### config.mk
export PLATFORM = sky130hd
export DESIGN_NAME = packer_2b_to_8b
export DESIGN_NICKNAME = d
export VERILOG_FILES = /design/src/rtl/packer_pkg.sv /design/src/rtl/packer_2b_to_8b_fifo_sync.sv /design/src/rtl/packer_2b_to_8b.sv
export SDC_FILE = /design/constraint.sdc
export NUM_CORES = 1
export LEC_CHECK = 0
export CORE_MARGIN = 1.5
export CORE_UTILIZATION = 50
export DETAILED_ROUTE_END_ITERATION = 10
export PLACE_DENSITY = 0.73
export SYNTH_ARGS = -nofsm -noshare
export SYNTH_HDL_FRONTEND = slang
export SYNTH_SLANG_ARGS = --single-unit
### constraint.sdc
create_clock -name clk -period 3.1 [get_ports clk]
set_input_delay 0.93 -clock clk [delete_from_list [all_inputs] [get_ports clk]]
set_output_delay 0.93 -clock clk [all_outputs]
set_load 0.05 [all_outputs]
### src/rtl/packer_pkg.sv
// packer_pkg: shared widths and the symbol-placement helper for the
// 2-bit to 8-bit packer.
//   SYM_W         width of one input symbol
//   WORD_W        width of one packed output word
//   SYMS_PER_WORD symbols needed to complete a word
//   CNT_W         width of the per-word symbol counter
package packer_pkg;

  localparam int SYM_W         = 2;
  localparam int WORD_W        = 8;
  localparam int SYMS_PER_WORD = WORD_W / SYM_W;
  localparam int CNT_W         = $clog2(SYMS_PER_WORD);
  localparam int LO_W          = $clog2(WORD_W);

  // Returns 'word' with 'sym' written into the slot of symbol number 'idx'.
  // msb_first=1: symbol 0 occupies the top slot, later symbols move down.
  // msb_first=0: symbol 0 occupies the bottom slot, later symbols move up.
  function automatic logic [WORD_W-1:0] place_sym(
    input logic [WORD_W-1:0] word,
    input logic [SYM_W-1:0]  sym,
    input logic [CNT_W-1:0]  idx,
    input logic              msb_first
  );
    logic [WORD_W-1:0] res;
    logic [LO_W-1:0]   lo;
    lo = LO_W'(idx) * LO_W'(SYM_W);
    if (msb_first) lo = LO_W'(WORD_W - SYM_W) - lo;
    res = word;
    res[lo +: SYM_W] = sym;
    return res;
  endfunction

endpackage

### src/rtl/packer_2b_to_8b_fifo_sync.sv
// fifo_sync: single-clock FIFO with first-word fall-through read.
//   clk      rising-edge clock
//   reset_L  asynchronous active-low reset (clears pointers, count, storage)
//   push     write wdata this cycle (ignored when full)
//   pop      advance past the head entry this cycle (ignored when empty)
//   wdata    write data
//   rdata    head entry, combinational from the read pointer
//   count    entries held, 0..DEPTH
//   full     count == DEPTH
//   empty    count == 0
module fifo_sync #(
  parameter int WIDTH = 8,
  parameter int DEPTH = 4
) (
  input  logic                       clk,
  input  logic                       reset_L,
  input  logic                       push,
  input  logic                       pop,
  input  logic [WIDTH-1:0]           wdata,
  output logic [WIDTH-1:0]           rdata,
  output logic [$clog2(DEPTH):0]     count,
  output logic                       full,
  output logic                       empty
);

  localparam int AW = $clog2(DEPTH);
  localparam int CW = AW + 1;

  logic [WIDTH-1:0] mem [DEPTH];
  logic [AW-1:0]    wptr_q;
  logic [AW-1:0]    rptr_q;
  logic [CW-1:0]    count_q;
  logic             do_push;
  logic             do_pop;

  assign full    = (count_q == CW'(DEPTH));
  assign empty   = (count_q == '0);
  assign do_push = push & ~full;
  assign do_pop  = pop & ~empty;

  // Storage is cleared on reset so the head word reads as zero afterwards.
  always_ff @(posedge clk or negedge reset_L) begin
    if (!reset_L) begin
      wptr_q  <= '0;
      rptr_q  <= '0;
      count_q <= '0;
      for (int i = 0; i < DEPTH; i++) mem[i] <= '0;
    end else begin
      if (do_push) begin
        mem[wptr_q] <= wdata;
        wptr_q      <= wptr_q + 1'b1;   // DEPTH is a power of two: natural wrap
      end
      if (do_pop) rptr_q <= rptr_q + 1'b1;
      case ({do_push, do_pop})
        2'b10:   count_q <= count_q + 1'b1;
        2'b01:   count_q <= count_q - 1'b1;
        default: count_q <= count_q;
      endcase
    end
  end

  assign rdata = mem[rptr_q];
  assign count = count_q;

endmodule

### src/rtl/packer_2b_to_8b.sv
// packer_2b_to_8b: collects four 2-bit symbols into an 8-bit word and queues
// finished words in a FWFT FIFO for a downstream consumer.
//   clk         rising-edge clock
//   reset_L     asynchronous active-low reset
//   valid_in    data_in carries a symbol
//   data_in     2-bit symbol
//   ready_in    a symbol offered this cycle will be taken
//   flush       discard the partially assembled word
//   pop         consumer takes data_out
//   valid_out   FIFO not empty, data_out valid
//   data_out    head-of-FIFO word
//   fifo_count  words held, 0..DEPTH
//   err_drop    sticky: a symbol was offered while ready_in was low
//
// Handshakes: input side transfers on valid_in & ready_in; ready_in depends
// only on registered state. Output side transfers on pop & valid_out; pop
// while valid_out is low is ignored.
module packer_2b_to_8b
  import packer_pkg::*;
#(
  parameter int DEPTH     = 4,
  parameter bit MSB_FIRST = 1'b1
) (
  input  logic                   clk,
  input  logic                   reset_L,
  input  logic                   valid_in,
  input  logic [SYM_W-1:0]       data_in,
  output logic                   ready_in,
  input  logic                   flush,
  input  logic                   pop,
  output logic                   valid_out,
  output logic [WORD_W-1:0]      data_out,
  output logic [$clog2(DEPTH):0] fifo_count,
  output logic                   err_drop
);

  logic [CNT_W-1:0]  sym_cnt_q;
  logic [WORD_W-1:0] shift_q;
  logic              err_q;
  logic              last_slot;
  logic              accept;
  logic              push;
  logic              fifo_full;
  logic              fifo_empty;
  logic [WORD_W-1:0] word_next;

  assign last_slot = (sym_cnt_q == CNT_W'(SYMS_PER_WORD - 1));

  // Only the word-completing symbol is ever stalled; earlier symbols are
  // always accepted even when the FIFO is full.
  assign ready_in  = ~(last_slot & fifo_full);
  assign accept    = valid_in & ready_in;
  assign push      = accept & last_slot & ~flush;

  // Partial word with the current symbol merged in; on the last symbol this
  // is the complete word that goes straight into the FIFO.
  assign word_next = place_sym(shift_q, data_in, sym_cnt_q, MSB_FIRST);

  always_ff @(posedge clk or negedge reset_L) begin
    if (!reset_L) begin
      sym_cnt_q <= '0;
      shift_q   <= '0;
    end else if (flush) begin
      sym_cnt_q <= '0;
      shift_q   <= '0;
    end else if (accept) begin
      if (last_slot) begin
        sym_cnt_q <= '0;
        shift_q   <= '0;
      end else begin
        sym_cnt_q <= sym_cnt_q + 1'b1;
        shift_q   <= word_next;
      end
    end
  end

  always_ff @(posedge clk or negedge reset_L) begin
    if (!reset_L)                  err_q <= 1'b0;
    else if (valid_in & ~ready_in) err_q <= 1'b1;
  end

  assign err_drop = err_q;

  fifo_sync #(
    .WIDTH (WORD_W),
    .DEPTH (DEPTH)
  ) u_fifo (
    .clk     (clk),
    .reset_L (reset_L),
    .push    (push),
    .pop     (pop),
    .wdata   (word_next),
    .rdata   (data_out),
    .count   (fifo_count),
    .full    (fifo_full),
    .empty   (fifo_empty)
  );

  assign valid_out = ~fifo_empty;

endmodule

==> run metrics <==
Internal=1130 uW; switch share=0.353; area leader, netlist=dfrtp_1; Clock power frac=0.224; Die Wd=73.7 um; top cells by area, synth=dfrtp_1, mux2_2, mux4_2; first-pass GRT wire length=8210 um; setup TNS=0 ps; global routing met2 resource utilization=0.347; clock sink total=50; # setup viols final=0; Placer Congestion=0.796; n_diodes=0; RSZ-0062 raised after global routing=no; final hold vios=0; main combinational cell family by area after synthesis=multiplexers; count of cell types in the netlist=30; Non-Filler Instances=272; Synth Net Count=189; initial antenna violation count=0; Avg Cell Area, Syn=14.6 um^2; fin nets=222; Die ar.=5440 um^2; number of synthesized flops with an enable pin=0; CP Max Fanout=10; iteration-0 DRC count of the detailed router=127; DR vias/cell=5.54; layout cells sized above 1=0.380; Die Ht=73.7 um; Cells after DPL=264; Overflow after GRT=0; top cell type's share of synthesized area=0.500; Max Cap Viol=0; Critical Path Start=u_fifo.rptr_q[0]; largest net degree at the start of global routing=35; Flop pwr share=0.483; reg-to-reg startpoint=sym_cnt_q[0]; Fmax achieved=358 MHz; Reg clk slew, reported paths=90 ps; CTS root buffer=clkbuf_8; power per cell area=601 nW/um^2; result of the run=finished clean; Leak Pwr=0.00140 uW; synthesized-area fraction occupied by xor and xnor cells=0.0210; GR Util All Layers=0.211; post-synthesis simple-gate area fraction=0.111; fill count=363; routed via count=1,507; setup bufs post-CTS=0; mux cell area share after synthesis=0.229; CP Data Arrival Time=1860 ps; compound-gate portion of the synthesized area=0.0630; drt total wl=4990 um; Seq cells post-synth=50; min Tclk post-route=2790 ps; peak supply drop=0.423 mV; cts-stage hold buffer count=0; most used flip-flop cell after synthesis=dfrtp_1; GRT met3 Usage=0.0439; Crit. End Element=primary output; H-tree depth=2; period utilization=0.901; Num CTS Buffers=5; vias in the first global route=1,569; Max Transition Viols Final=0; Area Growth Syn to Fin=16.2%; final worst slack=306 ps; Starting Density=0.523; post-CTS resize count=0; top cells by count, synth=dfrtp_1, mux2_2, nor2b_1; Placeable Area=4790 um^2; Worst EP required=2170 ps; register area share after synthesis=0.500; Place WS=212 ps; input/output buffers=20; Final ANT Viol Nets=0; Worst Tran Pin Value=763 ps; worst min path class=register to register; WL per Instance=18.3 um; DP HPWL=3580 um; crit path kind=register to primary output; clock insertion delay at the later pin of the skew report=300 ps; Clock Skew=5.36 ps; HP Start=err_drop; CTS tree=built; count leader, synth=dfrtp_1; I/O Pins=21; Warnings, synthesis=0; Max Buffers Root-to-Sink=2; CP startpoint kind=register; Mapped Cells=171; R2R Setup Slk=770 ps; routing usage on met1=0.282; DR DRC count=0; Combinational Power Share=0.293; grt peak-use layer=met2; Std-Cell Rows=25; Post-synth ARST share=1.00; P_sw=617 uW; drt pass-1 iters=4; Mapped Area=2500 um^2; Max transition margin=0.490; adder-cell share of the synthesized area=0.0580
-- state kept, by name (all words and copies together) (netlist names) --
register	count
shift_q	8
u_fifo.rptr_q	2
u_fifo.wptr_q	2
u_fifo.count	3
sym_cnt_q	2
err_drop	1
u_fifo.mem	32
-- path summary, 6_finish.rpt --
kind                                        end  depth (start not counted)
min in group asynchronous            shift_q[1]                          1
worst min register to register         err_drop                          1
max in group asynchronous        u_fifo.mem[16]                          2
worst max register to register  u_fifo.count[2]                         10
worst max-delay path                data_out[7]                          2
worst min-delay path                   err_drop                          1
-- power groups by stage --
stage	Combinational, uW	Clock, uW	Sequential [uW]
5_1_grt	546	433	858
3_3_place_gp	496	0	852
6_report	511	392	844
4_1_cts	516	405	848
3_5_place_dp	513	0	861
2_1_floorplan	342	0	863
-- layer usage --
layer / routed length, um / part of all wire
met4: 30 / 0.0060
met1: 2150 / 0.43
met2: 2630 / 0.53
met5: 0 / 0
met3: 182 / 0.036
-- worst max-delay path: stages, from the launching register on --
cell     delay [ps]
dfrtp_1         760
mux4_2          600
buf_4           210
-- final cells by class --
class / instances / area, um^2 / share of cell area
Inverter: 8 / 30.0 / 0.0103
Timing Repair Buffer: 29 / 240 / 0.0827
Multi-Input combinational cell: 110 / 1210 / 0.415
Clock inverter: 2 / 12.5 / 0.00430
Tap cell: 67 / 83.8 / 0.0288
Clock buffer: 6 / 82.6 / 0.0284
Sequential cell: 50 / 1250 / 0.430
-- placed cells by master, fill, tap and decap left out, types with 2 or more instances in the layout --
master | Yosys | layout
dfrtp_1 | 50 | 50
mux2_2 | 32 | 32
buf_4 | 0 | 18
nor2b_1 | 12 | 12
ha_1 | 10 | 10
clkdlybuf4s50_1 | 0 | 10
inv_1 | 8 | 8
mux4_2 | 8 | 8
a22o_1 | 6 | 6
clkbuf_8 | 0 | 6
a31o_2 | 5 | 5
nor2_1 | 5 | 5
nor4b_4 | 4 | 4
a41o_1 | 4 | 4
nor3b_1 | 3 | 3
xor2_1 | 3 | 3
xnor2_1 | 3 | 3
mux2_1 | 2 | 2
-- kinds of logic (layout without fill, tap and decap cells) --
| logic type | after synthesis | count (layout) |
|---|---|---|
| buf+inv | 11 | 45 |
| simple gates | 32 | 32 |
| mux | 43 | 43 |
| compound gates | 18 | 18 |
| xor+xnor | 6 | 6 |
| flops | 50 | 50 |
| fa+ha+maj | 11 | 11 |
-- stage by stage --
step / hold slack [ps] / area [um^2] / utilization / total power, uW
after floorplan: 452 / 2500 / - / 1210
after global placement: 455 / 2810 / 0.587 / 1350
after detailed placement: 457 / 2810 / 0.587 / 1370
after CTS: 477 / 2910 / 0.607 / 1770
after global routing: 486 / 2910 / 0.607 / 1840
final: 470 / 2910 / 0.607 / 1750
Power figures use the tool's default switching activity.
